File: src/rtl/half_adder_pkg.sv
// Shared types and constants for the registered ripple-carry half adder.
// Widths of the combinational result are sized to the largest legal WIDTH.

package half_adder_pkg;

   localparam int unsigned HA_MAX_WIDTH = 64;

   typedef struct packed {
      logic                    c_out;
      logic [HA_MAX_WIDTH-1:0] sum;
   } ha_result_t;

   // Even-parity bit of a zero-extended sum; upper zero bits do not change it.
   function automatic logic ha_parity(input logic [HA_MAX_WIDTH-1:0] value);
      return ^value;
   endfunction

endpackage

File: src/rtl/half_adder_cell.sv
// Purely combinational 1-bit half adder: s = x ^ y, c = x & y.

module half_adder_cell (
   input  logic x,
   input  logic y,
   output logic s,
   output logic c
);

   assign s = x ^ y;
   assign c = x & y;

endmodule

File: src/rtl/half_adder.sv
// Registered WIDTH-bit unsigned adder (no carry-in) built as a ripple chain of half_adder_cell.
// Define HALF_ADDER_PARITY_EN to add a registered even-parity output sum_par.

module half_adder
   import half_adder_pkg::*;
#(
   parameter int unsigned WIDTH = 1
) (
   input  logic             clk,
   input  logic             rst,
   input  logic [WIDTH-1:0] a,
   input  logic [WIDTH-1:0] b,
   input  logic             in_valid,
   output logic [WIDTH-1:0] sum,
   output logic             c_out,
   output logic             out_valid
`ifdef HALF_ADDER_PARITY_EN
   ,
   output logic             sum_par
`endif
);

   logic [WIDTH-1:0] s_bit;
   logic             carry_msb;
   ha_result_t       res;

   // Each stage keeps its own carry so the chain has no self-loop through one vector.
   for (genvar i = 0; i < WIDTH; i++) begin : g_bit
      logic c_o;
      if (i == 0) begin : g_ha
         half_adder_cell u_cell (
            .x (a[i]),
            .y (b[i]),
            .s (s_bit[i]),
            .c (c_o)
         );
      end else begin : g_fa
         logic c_in;
         logic p;
         logic g;
         logic t;
         assign c_in = g_bit[i-1].c_o;
         half_adder_cell u_hi (
            .x (a[i]),
            .y (b[i]),
            .s (p),
            .c (g)
         );
         half_adder_cell u_lo (
            .x (p),
            .y (c_in),
            .s (s_bit[i]),
            .c (t)
         );
         assign c_o = g | t;
      end
   end

   assign carry_msb = g_bit[WIDTH-1].c_o;

   always_comb begin
      res                  = '0;
      res.sum[WIDTH-1:0]   = s_bit;
      res.c_out            = carry_msb;
   end

   logic [WIDTH-1:0] sum_q;
   logic             c_out_q;
   logic             out_valid_q;

   always_ff @(posedge clk) begin
      if (rst) begin
         sum_q       <= '0;
         c_out_q     <= 1'b0;
         out_valid_q <= 1'b0;
      end else begin
         out_valid_q <= in_valid;
         if (in_valid) begin
            sum_q   <= res.sum[WIDTH-1:0];
            c_out_q <= res.c_out;
         end
      end
   end

   assign sum       = sum_q;
   assign c_out     = c_out_q;
   assign out_valid = out_valid_q;

`ifdef HALF_ADDER_PARITY_EN
   logic sum_par_q;

   always_ff @(posedge clk) begin
      if (rst) begin
         sum_par_q <= 1'b0;
      end else if (in_valid) begin
         sum_par_q <= ha_parity(res.sum);
      end
   end

   assign sum_par = sum_par_q;
`else
   // Upper struct bits are zero by construction; keep them visibly consumed.
   logic unused_res_hi;
   assign unused_res_hi = ha_parity(res.sum);
`endif

endmodule

File: config.mk
export PLATFORM = sky130hd
export DESIGN_NAME = half_adder
export DESIGN_NICKNAME = d
export VERILOG_FILES = /design/src/rtl/half_adder_pkg.sv /design/src/rtl/half_adder_cell.sv /design/src/rtl/half_adder.sv
export SDC_FILE = /design/constraint.sdc
export NUM_CORES = 1
export LEC_CHECK = 0
export BUFFER_PORTS_ARGS = -buffer_cell sky130_fd_sc_hd__buf_2
export CORE_AREA = 2 2 39 41
export CTS_CLUSTER_SIZE = 20
export DETAILED_ROUTE_END_ITERATION = 16
export DIE_AREA = 0 0 41 43
export GPL_TIMING_DRIVEN = 0
export PLACE_DENSITY = 0.3
export SLEW_MARGIN = 5
export SYNTH_ARGS = -nofsm -noshare
export SYNTH_HDL_FRONTEND = slang
export SYNTH_SLANG_ARGS = --single-unit
File: constraint.sdc
create_clock -name clk -period 0.8 [get_ports clk]
set_input_delay 0.12 -clock clk [delete_from_list [all_inputs] [get_ports clk]]
set_output_delay 0.12 -clock clk [all_outputs]
set_load 0.02 [all_outputs]
Word level (Yosys, flattened, before mapping). Cells that the tools add are included.

Register bits: 3. Output and inout port bits: 3. Logic and storage cells: 5. Input port bits: 5.

Bitwise logic cells: 2.

Operators with widths (number): 1-bit AND (1); 1-bit XOR (1).

Logic depth before layout (Yosys ltp).
Word-level depth: 1. Depth in mapped cells: 3. Mapped depth without buffers: 3.

Modules after synthesis. A second synthesis with hierarchy kept.

Cell total of the unflattened synthesis: 9. Area, all modules: 106.4 µm².

Modules (own cells, without submodules): half_adder (area an instance 93.8 µm², times used 1, cells each 8, sequential area each 60.1 µm²); half_adder_cell (area an instance 12.5 µm², times used 1, cells each 1, sequential area each 0.0 µm²).

Least setup slack after synthesis. No wires, ideal clock.

Kind: in2reg. Start: in a. End: reg sum_q (netlist: sum). Path buffers: 0. Library setup time: 0.114 ns. Setup slack: 0.141 ns. Stages on the path: 3. Arrival: 0.545 ns. Required time: 0.686 ns. Cells stage by stage: ha_1 -> mux2i_1 -> nor2_1.

Longest elaborated chain between the ends: 1.

Ends and longest elaborated chain: start: declaration (line half_adder.sv:11) `input logic [WIDTH-1:0] a,`; 1-bit XOR (line half_adder_cell.sv:10) `assign s = x ^ y;`; end signal: assignment (line half_adder.sv:79) `sum_q <= res.sum[WIDTH-1:0];`; end: declaration (line half_adder.sv:67) `logic [WIDTH-1:0] sum_q;`.

Every way passes these cells. A chain may end at the register's enable or synchronous reset.

Worst setup path after layout.
Start: reg sum_q (netlist: sum). End: out sum.

RTL lines: end: declaration (line half_adder.sv:14) `output logic [WIDTH-1:0] sum,`.

No word-level cell between the ends.

==> impl_metrics.json <==
{
  "status": "finished, final reports clean",
  "ant_nets": 0,
  "wl_per_cell_um": 7.838,
  "arrival_ps": 680,
  "grt_util_all_layers_pct": 4.910,
  "required_ps": 680,
  "critical_path.max_fanout": 2,
  "ir_drop_mv": 0.4414,
  "yosysSeqAreaShare_pct": 56.47,
  "min-delay-path-class": "in2reg",
  "worstPathCellList": "buf_6",
  "synth_area_per_cell_um2": 11.82,
  "die_area_um2": 1763,
  "drtIter0Drc": 1,
  "synth_cell_types": 5,
  "grt_pass1_vias": 113,
  "ys_ff_latch": 3,
  "max_stage_delay_ps": 330,
  "cp_num_buf_inv": 1,
  "fin_area_um2": 217.7,
  "r2r_setup_slack_ps": 90,
  "setup_viol": 0,
  "grt-ovfl-total": 0,
  "synth_top_area_share_pct": 56.47,
  "routed_wl_um": 290,
  "final_common_cell": "buf_2",
  "layout-drive-gt1-share_pct": 66.67,
  "tightest_slew_ps": 119.4,
  "setup-tns-final_ps": 0,
  "antenna_cells": 0,
  "seqCellArea_um2": 63.81,
  "cts_tree": "done",
  "yosysWarningCount": 0,
  "rows": 14,
  "finalNetCount": 28,
  "io_pins": 8,
  "hold_viol_final": 0,
  "drc": 0,
  "core_um2": 1384,
  "post-route-min-period_ps": 795.0,
  "cp-endpoint": "sum",
  "multiInputGateArea_um2": 46.29,
  "timing.rr.start": "c_out$_SDFFE_PP0P_",
  "vias": 108,
  "path_depth": 1,
  "htreeDepth": 1,
  "powerDensity_nw_per_um2": 2261,
  "start_util_pct": 7.685,
  "synth.largest_area_cell": "dfxtp_1",
  "critPathLaunch": "sum$_SDFFE_PP0P_",
  "drt_first_pass_iters": 2,
  "synth_area_leaders": "dfxtp_1 (56%), mux2i_1 (19%), ha_1 (12%), nor2_1 (7.1%), nor2b_1 (5.9%)",
  "clock-sinks": 3,
  "synth_nets": 15,
  "place_area_um2": 161.4,
  "crit_path_start_kind": "flop",
  "grt_max_degree": 4,
  "r2r_end": "c_out$_SDFFE_PP0P_",
  "viasPerCell": 2.919,
  "drv_cap": 0,
  "rr_worst_depth": 3,
  "cts.path.max_buffers": 2,
  "p_leak_nw": 0.1055,
  "path_clk_slew_ps": 40,
  "nFillCells": 165,
  "maxSlewHeadroom_pct": 91.82,
  "syn_to_final_growth_pct": 104.7,
  "finalClockSkew_ps": 0,
  "crit_type": "reg2out",
  "gp_congestion": 0.5485,
  "cp_slowest_cell": "dfxtp_2",
  "die_w_um": 41,
  "synth_area_um2": 106.4,
  "die_h_um": 43,
  "finalCritPeriodShare_pct": 99.38,
  "layout_common_cells": "buf_2 (4), dfxtp_2 (3), clkbuf_4 (3), buf_6 (3)",
  "grt_pass1_wl_um": 434,
  "io_buffers": 7,
  "rsz0062_at_grt": "yes",
  "crit_path_end_kind": "output port",
  "cts-root-buf": "clkbuf_4",
  "clk_latency_ps": 230,
  "syn_inst": 9,
  "cts-buffers-inserted": 3,
  "final_core_util_pct": 15.73,
  "slew_violations": 0,
  "timing.fmax_ghz": 1.258,
  "antenna_found_initial": 0,
  "cpLargestDelayFamily": "flip-flops"
}
## Yosys cell counts
cell type  number
nor2b_1         1
mux2i_1         2
dfxtp_1         3
ha_1            1
nor2_1          2
## kinds of logic after synthesis
| family | synth area share, % |
|---|---|
| multiplexers | 18.82 |
| adder cells (fa/ha/maj) | 11.76 |
| AND/OR/NAND/NOR | 12.95 |
| flip-flops | 56.47 |
## layer usage
| layer | wire, um | track usage, % |
|---|---|---|
| met1 | 139 | 4.473 |
| met2 | 79 | 4.063 |
| met3 | 64 | 6.806 |
| met4 | 6 | 6.000 |
| met5 | 0 | 0 |
## layout make-up
| type | count | area share [%] |
|---|---|---|
| flip-flops and latches | 3 | 29.31 |
| repair buffers | 8 | 28.16 |
| multi-input cells | 6 | 21.26 |
| clock buffers | 4 | 12.07 |
| well taps | 16 | 9.195 |
## registers in the layout, indices dropped and copies added (netlist names)
register / count
c_out: 1
out_valid: 1
sum: 1
## how the worst min path moves through the flow
stage | start | slack (ps) | end | cells after the start
after CTS | rst | 70 | c_out$_SDFFE_PP0P_ | 2
after floorplan | rst | 190 | out_valid$_SDFF_PP0_ | 1
after global routing | rst | 90 | sum$_SDFFE_PP0P_ | 2
final | rst | 80 | c_out$_SDFFE_PP0P_ | 2
after global placement | rst | 320 | c_out$_SDFFE_PP0P_ | 2
after detailed placement | rst | 330 | out_valid$_SDFF_PP0_ | 2
## per-stage QoR
step / total power (W) / cells / setup slack [ps] / hold WS (ps)
6_report: 0.0004923 / 37 / 4.951 / 81.96
4_1_cts: 0.0005100 / 37 / -6.621 / 67.82
3_3_place_gp: 0.0002121 / 32 / 3.353 / 316.4
3_5_place_dp: 0.0002134 / 32 / 6.993 / 326.5
5_1_grt: 0.0005272 / 37 / -18.69 / 88.51
2_1_floorplan: 0.0001888 / 9 / 140.6 / 191.6
## timing repair
item                       CTS  global route
setup buffers                1             0
gates resized for setup      9             0
hold buffers                 0             0
setup endpoints to repair    3             2
## power by group
| group | internal, W | leakage (nW) | switching (W) |
|---|---|---|---|
| registers | 0.000161 | 0.0258 | 0.00000553 |
| clock network | 0.000187 | 0.0150 | 0.0000785 |
| logic | 0.0000337 | 0.0647 | 0.0000268 |
No activity file was read; power rests on OpenSTA's default activity.
